==> config.mk <==
export PLATFORM = sky130hd
export DESIGN_NAME = result_collector
export DESIGN_NICKNAME = d
export VERILOG_FILES = /design/src/rtl/result_collector_pkg.sv /design/src/rtl/result_collector_fifo.sv /design/src/rtl/result_collector.sv
export SDC_FILE = /design/constraint.sdc
export NUM_CORES = 1
export LEC_CHECK = 0
export BUFFER_PORTS_ARGS = -buffer_cell sky130_fd_sc_hd__buf_2
export CAP_MARGIN = 20
export CORE_UTILIZATION = 56
export DETAILED_ROUTE_END_ITERATION = 8
export PLACE_DENSITY = 0.85
export SLEW_MARGIN = 20
export SYNTH_ARGS = -nofsm -noshare
export SYNTH_HDL_FRONTEND = slang
export SYNTH_SLANG_ARGS = --single-unit
==> constraint.sdc <==
create_clock -name clk_i -period 15.6 [get_ports clk_i]
set_input_delay 0.78 -clock clk_i [delete_from_list [all_inputs] [get_ports clk_i]]
set_output_delay 0.78 -clock clk_i [all_outputs]
set_load 0.005 [all_outputs]
==> src/rtl/result_collector_pkg.sv <==
// Shared width helpers for the result collector slice.
package result_collector_pkg;

  localparam int unsigned DefaultNumTags    = 32'd8;
  localparam int unsigned DefaultBufferDepth = 32'd2;

  // Index width for n items, never narrower than one bit.
  function automatic int unsigned idx_width(input int unsigned n);
    return (n > 32'd1) ? $clog2(n) : 32'd1;
  endfunction

endpackage

==> src/rtl/result_collector_fifo.sv <==
// Generic FIFO without fall-through; depth need not be a power of two.
module result_collector_fifo
  import result_collector_pkg::*;
#(
  parameter int unsigned DataWidth = 32'd32,
  parameter int unsigned Depth     = DefaultBufferDepth,
  localparam int unsigned PtrWidth = idx_width(Depth),
  localparam int unsigned CntWidth = $clog2(Depth + 32'd1)
) (
  input  logic                 clk_i,
  input  logic                 rst_ni,
  input  logic                 testmode_i,
  input  logic                 push_i,
  input  logic [DataWidth-1:0] data_i,
  input  logic                 pop_i,
  output logic                 full_o,
  output logic                 empty_o,
  output logic [DataWidth-1:0] data_o,
  output logic [CntWidth-1:0]  usage_o
);

  logic [DataWidth-1:0] mem_r [Depth];
  logic [PtrWidth-1:0]  wr_ptr_r, rd_ptr_r, wr_ptr_nxt_s, rd_ptr_nxt_s;
  logic [CntWidth-1:0]  cnt_r, cnt_nxt_s;
  logic                 push_s, pop_s;
  logic                 unused_testmode_s;

  assign unused_testmode_s = testmode_i;

  // Handshake qualification and pointer/count next-state.
  always_comb begin
    full_o  = (cnt_r == CntWidth'(Depth));
    empty_o = (cnt_r == CntWidth'(0));
    push_s  = push_i && !full_o;
    pop_s   = pop_i && !empty_o;
    wr_ptr_nxt_s = (wr_ptr_r == PtrWidth'(Depth - 32'd1)) ? PtrWidth'(0) : wr_ptr_r + PtrWidth'(1);
    rd_ptr_nxt_s = (rd_ptr_r == PtrWidth'(Depth - 32'd1)) ? PtrWidth'(0) : rd_ptr_r + PtrWidth'(1);
    if (push_s && !pop_s) begin
      cnt_nxt_s = cnt_r + CntWidth'(1);
    end else if (pop_s && !push_s) begin
      cnt_nxt_s = cnt_r - CntWidth'(1);
    end else begin
      cnt_nxt_s = cnt_r;
    end
  end

  // Pointer and fill-level registers.
  always_ff @(posedge clk_i or negedge rst_ni) begin
    if (!rst_ni) begin
      wr_ptr_r <= PtrWidth'(0);
      rd_ptr_r <= PtrWidth'(0);
      cnt_r    <= CntWidth'(0);
    end else begin
      if (push_s) wr_ptr_r <= wr_ptr_nxt_s;
      if (pop_s)  rd_ptr_r <= rd_ptr_nxt_s;
      cnt_r <= cnt_nxt_s;
    end
  end

  // Storage array, intentionally left unreset.
  always_ff @(posedge clk_i) begin
    if (push_s) mem_r[wr_ptr_r] <= data_i;
  end

  assign data_o  = mem_r[rd_ptr_r];
  assign usage_o = cnt_r;

endmodule

==> src/rtl/result_collector.sv <==
// Buffers execution-unit results and writes them back to the register file in order.
module result_collector
  import result_collector_pkg::*;
#(
  parameter int unsigned NumTags     = DefaultNumTags,
  parameter int unsigned RegWidth    = 32'd32,
  parameter int unsigned WarpWidth   = 32'd4,
  parameter int unsigned NumWarps    = 32'd8,
  parameter int unsigned RegIdxWidth = 32'd8,
  parameter int unsigned BufferDepth = DefaultBufferDepth,
  localparam int unsigned TagWidth   = $clog2(NumTags),
  localparam int unsigned WidWidth   = idx_width(NumWarps),
  localparam int unsigned IidWidth   = TagWidth + WidWidth,
  localparam int unsigned OccWidth   = $clog2(BufferDepth + 32'd1)
) (
  input  logic                            clk_i,
  input  logic                            rst_ni,
  input  logic                            testmode_i,
  input  logic                            eu_to_rc_valid_i,
  output logic                            rc_to_eu_ready_o,
  input  logic [IidWidth-1:0]             eu_to_rc_tag_i,
  input  logic [RegIdxWidth-1:0]          eu_to_rc_dst_i,
  input  logic [WarpWidth-1:0]            eu_to_rc_act_mask_i,
  input  logic [RegWidth*WarpWidth-1:0]   eu_to_rc_data_i,
  output logic                            rc_to_rf_valid_o,
  input  logic                            rf_to_rc_ready_i,
  output logic [WidWidth-1:0]             rc_to_rf_wid_o,
  output logic [RegIdxWidth-1:0]          rc_to_rf_dst_o,
  output logic [WarpWidth-1:0]            rc_to_rf_mask_o,
  output logic [RegWidth*WarpWidth-1:0]   rc_to_rf_data_o,
  output logic                            rc_to_wb_valid_o,
  output logic [WidWidth-1:0]             rc_to_wb_wid_o,
  output logic [TagWidth-1:0]             rc_to_wb_tag_o,
  output logic [OccWidth-1:0]             rc_occupancy_o
);

  typedef struct packed {
    logic [IidWidth-1:0]           iid;
    logic [RegIdxWidth-1:0]        dst;
    logic [WarpWidth-1:0]          act_mask;
    logic [RegWidth*WarpWidth-1:0] data;
  } entry_t;

  localparam int unsigned EntryWidth = $bits(entry_t);

  entry_t push_entry_s, head_entry_s;
  logic   fifo_full_s, fifo_empty_s, push_s, pop_s, head_active_s;

  // Input packing and acceptance; ready depends on stored state only.
  always_comb begin
    push_entry_s.iid      = eu_to_rc_tag_i;
    push_entry_s.dst      = eu_to_rc_dst_i;
    push_entry_s.act_mask = eu_to_rc_act_mask_i;
    push_entry_s.data     = eu_to_rc_data_i;
    rc_to_eu_ready_o      = !fifo_full_s;
    push_s                = eu_to_rc_valid_i && !fifo_full_s;
  end

  result_collector_fifo #(
    .DataWidth (EntryWidth),
    .Depth     (BufferDepth)
  ) u_fifo (
    .clk_i      (clk_i),
    .rst_ni     (rst_ni),
    .testmode_i (testmode_i),
    .push_i     (push_s),
    .data_i     (push_entry_s),
    .pop_i      (pop_s),
    .full_o     (fifo_full_s),
    .empty_o    (fifo_empty_s),
    .data_o     (head_entry_s),
    .usage_o    (rc_occupancy_o)
  );

  // Head dispatch: masked-off entries retire without touching the register file.
  always_comb begin
    head_active_s    = !fifo_empty_s && (head_entry_s.act_mask != WarpWidth'(0));
    if (fifo_empty_s) begin
      pop_s = 1'b0;
    end else if (head_entry_s.act_mask == WarpWidth'(0)) begin
      pop_s = 1'b1;
    end else begin
      pop_s = rf_to_rc_ready_i;
    end
    rc_to_rf_valid_o = head_active_s;
    rc_to_rf_wid_o   = head_entry_s.iid[WidWidth-1:0];
    rc_to_rf_dst_o   = head_entry_s.dst;
    rc_to_rf_mask_o  = head_entry_s.act_mask;
    rc_to_rf_data_o  = head_entry_s.data;
    rc_to_wb_valid_o = pop_s;
    rc_to_wb_wid_o   = head_entry_s.iid[WidWidth-1:0];
    rc_to_wb_tag_o   = head_entry_s.iid[IidWidth-1:WidWidth];
  end

endmodule

==> flow_summary.yaml, run 1 <==
run_status:
  status: "complete, no violations"
sta:
  rsz0062_at_grt: "no"
  hold_violations: 0
  fmax_mhz: 258
  setup_violations: 0
  slew_headroom_pct: 27.8
  tightest_slew_ns: 1.08
  min_period_ns: 3.88
  hold_ws_ns: 0.0528
  fin_setup_tns_ns: 0
  setup_slack_ns: 11.72
  fin_crit_sh_pct: 24.9
  clock_skew_ns: 0.0234
  drv_slew: 0
synth:
  synth_seq_cells: 296
  netlist_area_mm2: 0.0108
  ys_seq_area_share_pct: 82.3
  synth_cells: 483
  syn_nets: 635
  ys_types: 22
  yosys_warnings: 0
  avgSynthCellArea_um2: 22.3
global_route:
  grt_pass1_wl_um: 30100
  gr-total-overflow: 0
  grt_pass1_vias: 5890
  antenna_found_initial: 0
  gr-usage-all-layers_pct: 19.7
  grt_max_degree: 84
floorplan:
  die_x_um: 141
  die_y_um: 141
  coreArea_mm2: 0.0188
  initial_core_util_pct: 57.4
  design.die.area_mm2: 0.0198
  rows: 50
  num_io_pins: 305
placement:
  place_ws_ns: 12.24
  dp_hpwl_um: 13100
  routabilityCongestion: 0.735
  placed_cell_area_mm2: 0.0125
  port_buffers: 303
  dp.cells: 1005
setup_path:
  cp_data_required_time_ns: 14.82
  arrival_ns: 3.10
  startpoint_type: "flip-flop"
  critPathKind: "flip-flop to primary output"
  crit_fanout: 75
  critical_path.endpoint_type: "primary output"
finish:
  synthToLayoutAreaGrowth_pct: 25.0
  finalCoreUtilization_pct: 71.8
  diodes: 0
  drive_above_1_share_pct: 58.3
  nets: 955
  fill_cells: 1143
  final_area_mm2: 0.0135
  finalNonFillerCells: 1061
routing:
  drt_pass1_iterations: 5
  routed-via-count: 5552
  drc: 0
  drt-total-wl_um: 19900
  route.antenna.remaining_nets: 0
  viasPerCell: 5.23
  wl_per_cell_um: 18.8
  first_iter_violations: 266
clocking:
  numCtsBuffers: 30
  cts_max_path_buffers: 3
  clk_pin_slew_ns: 0.06
  cts_hold_buf: 0
  cts_tree: "yes"
  clock-sinks: 296
  cts-root-buf: "clkbuf_16"
  htreeDepth: 1
  clkLatencyLatePin_ns: 0.54
  cts_setup_buffers: 0
  cts_resized: 0
worst_hold_path:
  hold_path.class: "input port to async pin"
pwr:
  p_leak_nw: 5.09
  p_per_area_mw_per_mm2: 183
  power.total_mw: 2.47
  ir_drop_mv: 0.125
run:
  maxCapViolCount: 0
## final cells by class
cell class / instances / area (µm²) / area share (%)
flip-flops and latches: 296 / 8870 / 65.8
multi-input cells: 166 / 1810 / 13.4
repair buffers: 307 / 1550 / 11.5
clock buffers: 35 / 791 / 5.87
well taps: 234 / 293 / 2.17
clock inverters: 21 / 155 / 1.15
inverters: 2 / 7.51 / 0.0557
## power breakdown
part,switching (mW),internal (mW),total [mW]
registers,0.0818,1.09,1.17
logic,0.308,0.316,0.625
clock network,0.275,0.394,0.669
total,0.665,1.80,2.47
## metal layers
layer  GRT usage [%]  vias to the layer above  part of all wire [%]
li1                -                     2569                     -
met1            22.0                     2688                    37
met2            35.2                      244                    51
met3            6.35                       51                   8.5
met4            7.15                        0                   3.3
met5               0                        -                     0
## registers in the layout (all words and copies together), names as in the netlist
register	flops
u_fifo.rd_ptr_r	1
u_fifo.wr_ptr_r	1
u_fifo.mem_r	292
u_fifo.usage_o	2
## cell usage after synthesis, drive strengths merged
cell	n	share of area, %
a21o	1	0.070
a21oi	1	0.046
and3	1	0.058
buf	19	1.0
dfrtp	4	0.93
edfxtp	292	81
ha	1	0.12
inv	2	0.070
mux2	146	15
mux2i	2	0.22
nand2	1	0.035
nand2b	1	0.058
nor2	4	0.14
o22a	1	0.081
o22ai	1	0.058
or4	2	0.21
xnor2	2	0.16
xor2	2	0.16
## worst paths after layout
path / slack, ns / start / endpoint / cells after the start
min: 0.05 / rst_ni / u_fifo.wr_ptr_r / 1
min reg2reg: 0.56 / u_fifo.wr_ptr_r / u_fifo.wr_ptr_r / 1
max reg2reg: 12.63 / u_fifo.usage_o[0] / u_fifo.mem_r[0][111] / 5
max in group asynchronous: 15.41 / rst_ni / u_fifo.rd_ptr_r / 1
min in group clk_i: 0.42 / eu_to_rc_data_i[110] / u_fifo.mem_r[1][110] / 1
max: 11.72 / u_fifo.rd_ptr_r / rc_to_rf_data_o[31] / 3
## cells in the final DEF (no fill, tap or decap), drive strengths merged
cell,netlist,routed
a21o,1,1
a21oi,1,1
and3,1,1
buf,19,307
bufinv,0,2
clkbuf,0,35
clkinv,0,17
clkinvlp,0,2
dfrtp,4,4
edfxtp,292,292
ha,1,1
inv,2,2
mux2,146,146
mux2i,2,2
nand2,1,1
nand2b,1,1
nor2,4,4
o22a,1,1
o22ai,1,1
or4,2,2
xnor2,2,2
xor2,2,2
## cells by family (layout without fill, tap and decap cells)
logic type / after synthesis / in the layout / share of synthesized area (%)
flops: 296 / 296 / 82.3
mux: 148 / 148 / 15.5
buf+inv: 21 / 365 / 1.08
simple gates: 9 / 9 / 0.499
compound gates: 4 / 4 / 0.255
xor+xnor: 4 / 4 / 0.325
fa+ha+maj: 1 / 1 / 0.116
## worst max-delay path: stages (launching register included)
cell,delay [ns]
dfrtp_4,1.06
buf_4,0.89
mux2_2,0.43
buf_2,0.13
Note: power is estimated with default switching activity, not from simulation.
==> inputs of run 2 (changes only) <==
--- a/config.mk
+++ b/config.mk
@@ -7,9 +7,9 @@
 export LEC_CHECK = 0
 export BUFFER_PORTS_ARGS = -buffer_cell sky130_fd_sc_hd__buf_2
 export CAP_MARGIN = 20
-export CORE_UTILIZATION = 56
+export CORE_UTILIZATION = 52
 export DETAILED_ROUTE_END_ITERATION = 8
-export PLACE_DENSITY = 0.85
+export PLACE_DENSITY = 0.8
 export SLEW_MARGIN = 20
 export SYNTH_ARGS = -nofsm -noshare
 export SYNTH_HDL_FRONTEND = slang
==> constraint.sdc (replaced) <==
create_clock -name clk_i -period 3.9 [get_ports clk_i]
set_input_delay 0.195 -clock clk_i [delete_from_list [all_inputs] [get_ports clk_i]]
set_output_delay 0.195 -clock clk_i [all_outputs]
set_load 0.005 [all_outputs]
==> run 2 against run 1 <==
Net effect: sequential power grew to 3.9 times the previous value; sequential share of layout area is 6.6 points lower; design area is 11% higher; wire length is 20% higher; sequential cell count stayed put; global-route usage is 2.5 points higher; largest power group unchanged; highest routed layer unchanged.
==> flow_summary.yaml, run 2 (synthesis gave the netlist of run 1 again) <==
worst_hold_path:
  whs_endpoint: "u_fifo.rd_ptr_r"
  whs_path_depth: 4
  min_from: "rf_to_rc_ready_i"
  hold_path.class: "input port to flip-flop"
setup_path:
  crit_fanout: 37
  reg2reg_depth: 3
  critPathKind: "flip-flop to primary output"
  arrival_ns: 2.41
  reg2reg_slack_ns: 1.71
  cp_data_required_time_ns: 3.70
  startpoint_type: "flip-flop"
  reg2reg_to: "u_fifo.mem_r[1][3]"
  r2r-start: "u_fifo.usage_o[0]"
  critical_path.endpoint_type: "primary output"
floorplan:
  rows: 52
  design.die.area_mm2: 0.0213
  die_y_um: 146
  coreArea_mm2: 0.0203
  die_x_um: 146
  num_io_pins: 305
  initial_core_util_pct: 53.1
sta:
  slew_headroom_pct: 28.5
  setup_violations: 0
  fin_setup_tns_ns: 0
  hold_violations: 0
  drv_slew: 0
  hold_ws_ns: 0.0455
  fmax_mhz: 385
  tightest_slew_ns: 1.07
  rsz0062_at_grt: "no"
  setup_slack_ns: 1.30
  min_period_ns: 2.60
  clock_skew_ns: 0.0117
  fin_crit_sh_pct: 66.7
routing:
  wl_per_cell_um: 19.1
  drt_pass1_iterations: 4
  first_iter_violations: 279
  route.antenna.remaining_nets: 0
  routed-via-count: 6279
  drt-total-wl_um: 23800
  drc: 0
  viasPerCell: 5.04
finish:
  regMostFlops: "u_fifo.mem_r"
  layout_commonest_cell: "buf_2"
  synthToLayoutAreaGrowth_pct: 38.9
  finalCoreUtilization_pct: 73.8
  nets: 1104
  final_cell_mix: "303 x buf_2, 292 x edfxtp_1, 148 x dlygate4sd3_1, 124 x mux2_2, 28 x clkbuf_16"
  drive_above_1_share_pct: 49.1
  largest_reg_flops: 292
  fill_cells: 1169
  finalNonFillerCells: 1245
  final_area_mm2: 0.0150
clocking:
  htreeDepth: 1
  cts-root-buf: "clkbuf_16"
  cts_tree: "yes"
  numCtsBuffers: 28
  cts_resized: 0
  clkLatencyLatePin_ns: 0.54
  cts_max_path_buffers: 3
  clock-sinks: 296
  clk_pin_slew_ns: 0.06
pwr:
  p_leak_nw: 5.69
  p_per_area_mw_per_mm2: 667
  ir_drop_mv: 0.543
  power.total_mw: 9.99
placement:
  dp_hpwl_um: 12800
  port_buffers: 303
  place_ws_ns: 1.67
  dp.cells: 1044
  routabilityCongestion: 0.707
  placed_cell_area_mm2: 0.0126
global_route:
  gr-usage-all-layers_pct: 22.1
  grt_pass1_vias: 6955
  grt_max_degree: 82
  grt_pass1_wl_um: 36300
  gr-total-overflow: 0
  antenna_found_initial: 2
run_status:
  status: "complete, no violations"
run:
  maxCapViolCount: 0
[run 2: how the worst max path moves through the flow]
stage	startpoint	end	slack (ns)	cells after the start
3_5_place_dp	u_fifo.usage_o[0]	u_fifo.mem_r[1][24]	1.67	3
2_1_floorplan	u_fifo.usage_o[0]	u_fifo.mem_r[0][0]	0.55	3
3_3_place_gp	u_fifo.usage_o[0]	u_fifo.mem_r[1][25]	1.70	3
4_1_cts	u_fifo.rd_ptr_r	rc_to_wb_wid_o[1]	1.29	3
6_report	u_fifo.rd_ptr_r	rc_to_rf_data_o[72]	1.30	3
5_1_grt	u_fifo.rd_ptr_r	rc_to_wb_wid_o[0]	1.20	3
[run 2: layout make-up]
cell class | instances | area (µm²) | area share (%)
sequential | 296 | 8870 | 59.3
timing repair buffer | 458 | 3080 | 20.5
multi-input combinational | 166 | 1810 | 12.1
clock buffer | 34 | 723 | 4.83
tap | 270 | 338 | 2.26
clock inverter | 17 | 141 | 0.944
inverter | 2 | 7.51 | 0.0501
antenna | 2 | 5.00 | 0.0334
[run 2: power by group]
group	internal, mW	switching [mW]
Sequential	4.36	0.265
Clock	1.45	1.12
Combinational	1.39	1.40
Total	7.20	2.79
[run 2: timing repair]
item,in CTS,in global routing
hold buffers,148,0
hold endpoints to repair,296,0
buffers inserted,0,0
[run 2: worst max-delay path, stage by stage, from the launching register on]
cell     delay, ns
dfrtp_4       0.77
buf_4         0.52
mux2_2        0.40
buf_2         0.14
[run 2: layer usage]
layer | vias to the layer above | track usage [%] | wire, µm | share of wire (%)
met5 | - | 0 | 0 | 0
met4 | 0 | 10.4 | 954 | 4.0
met3 | 77 | 4.33 | 1550 | 6.5
met2 | 254 | 42.2 | 13200 | 56
met1 | 3087 | 23.3 | 8080 | 34
li1 | 2861 | - | - | -
==> inputs of run 3 (changes only) <==
==> constraint.sdc (replaced) <==
create_clock -name clk_i -period 2.6 [get_ports clk_i]
set_input_delay 0.13 -clock clk_i [delete_from_list [all_inputs] [get_ports clk_i]]
set_output_delay 0.13 -clock clk_i [all_outputs]
set_load 0.005 [all_outputs]
==> run 3 against run 2 <==
Net effect: sequential share of layout area fell by 0.53 points; combinational power rose by 57%; register-to-register slack worse by 1.1 ns; die area unchanged; non-clock buffer count is 7 higher; largest cell class unchanged.
==> flow_summary.yaml, run 3 (synthesis gave the netlist of run 1 again) <==
pwr:
  power.total_mw: 15.1
  p_leak_nw: 5.74
  ir_drop_mv: 0.852
  p_per_area_mw_per_mm2: 997
floorplan:
  die_x_um: 146
  coreArea_mm2: 0.0203
  initial_core_util_pct: 53.1
  rows: 52
  design.die.area_mm2: 0.0213
  die_y_um: 146
  num_io_pins: 305
finish:
  final_cell_mix: "303 x buf_2, 292 x edfxtp_1, 150 x dlygate4sd3_1, 124 x mux2_2, 29 x clkbuf_16"
  final_area_mm2: 0.0151
  layout_commonest_cell: "buf_2"
  nets: 1112
  regMostFlops: "u_fifo.mem_r"
  largest_reg_flops: 292
  drive_above_1_share_pct: 49.5
  synthToLayoutAreaGrowth_pct: 40.1
  finalCoreUtilization_pct: 74.4
  diodes: 0
  finalNonFillerCells: 1251
sta:
  drv_slew: 0
  setup_slack_ns: 0.359
  slew_headroom_pct: 59.2
  clock_skew_ns: 0.0101
  hold_ws_ns: 0.327
  hold_violations: 0
  fin_setup_tns_ns: 0
  fmax_mhz: 446
  rsz0062_at_grt: "no"
  min_period_ns: 2.24
  setup_violations: 0
  tightest_slew_ns: 0.613
  fin_crit_sh_pct: 86.2
setup_path:
  crit_buf_inv: 2
  arrival_ns: 2.11
  critical_path.endpoint_type: "primary output"
  reg2reg_depth: 6
  critical_path.top_delay_family: "flip-flops"
  slowest_stage: "dfrtp_4"
  worstPathCellList: "buf_12 > mux2_2 > buf_2"
  crit_fanout: 67
  critPathKind: "flip-flop to primary output"
  reg2reg_slack_ns: 0.60
  cpPeakStageDelay_ns: 0.63
  cp_data_required_time_ns: 2.47
  r2r-start: "u_fifo.mem_r[0][130]"
  reg2reg_to: "u_fifo.usage_o[1]"
  startpoint_type: "flip-flop"
routing:
  drt-total-wl_um: 23300
  routed-via-count: 6287
  first_iter_violations: 310
  drc: 0
  route.antenna.remaining_nets: 0
  drt_pass1_iterations: 5
  wl_per_cell_um: 18.6
  viasPerCell: 5.03
placement:
  place_ws_ns: 0.590
  placed_cell_area_mm2: 0.0127
  dp.cells: 1049
  port_buffers: 303
  dp_hpwl_um: 12900
  routabilityCongestion: 0.721
global_route:
  grt_pass1_vias: 6722
  grt_pass1_wl_um: 35200
  grt_max_degree: 79
  gr-usage-all-layers_pct: 21.5
  antenna_found_initial: 0
  gr-total-overflow: 0
run:
  maxCapViolCount: 0
clocking:
  cts_max_path_buffers: 3
  clock-sinks: 296
  cts_tree: "yes"
  numCtsBuffers: 29
  htreeDepth: 1
  clk_pin_slew_ns: 0.06
  clkLatencyLatePin_ns: 0.52
  cts-root-buf: "clkbuf_16"
run_status:
  status: "complete, no violations"
worst_hold_path:
  whs_endpoint: "u_fifo.mem_r[1][75]"
  whs_path_depth: 2
  min_from: "eu_to_rc_data_i[75]"
  hold_path.class: "input port to flip-flop"
-- run 3: routing by layer --
layer	up-vias	wire (µm)	track usage, %
met1	3065	8140	23.5
met2	288	12600	40.2
met4	0	751	7.03
met3	54	1840	5.55
li1	2880	-	-
met5	-	0	0
-- run 3: power breakdown --
| part | leakage [nW] | internal [mW] | switching [mW] |
|---|---|---|---|
| Clock | 0.414 | 2.15 | 1.64 |
| Sequential | 2.76 | 6.52 | 0.352 |
| Combinational | 2.57 | 2.22 | 2.17 |
-- run 3: final cells by class --
cell class	instances	area [µm²]
repair buffers	465	3210
inverters	2	7.51
multi-input cells	166	1820
flip-flops and latches	296	8870
clock buffers	38	759
well taps	270	338
clock inverters	14	97.6
fillers	1155	5190
-- run 3: what timing repair did --
action,CTS,global route
hold buffers,150,0
setup buffers,0,0
hold endpoints to repair,298,0
gates resized for setup,0,0
-- run 3: worst max-delay path by stage --
stage / start / to / cells after the start
floorplan: u_fifo.usage_o[0] / u_fifo.mem_r[0][0] / 3
global placement: u_fifo.mem_r[0][130] / u_fifo.usage_o[1] / 7
detailed placement: u_fifo.mem_r[0][130] / u_fifo.usage_o[1] / 6
CTS: u_fifo.rd_ptr_r / rc_to_rf_data_o[108] / 3
global route: u_fifo.rd_ptr_r / rc_to_rf_data_o[105] / 3
finish: u_fifo.rd_ptr_r / rc_to_rf_data_o[105] / 3
-- run 3: worst register-to-register path, cell delays in order (launching register included) --
cell,delay [ns]
edfxtp_1,0.40
or4_4,0.56
mux2i_2,0.22
o22ai_1,0.11
ha_1,0.33
nor2_1,0.15
xor2_1,0.16
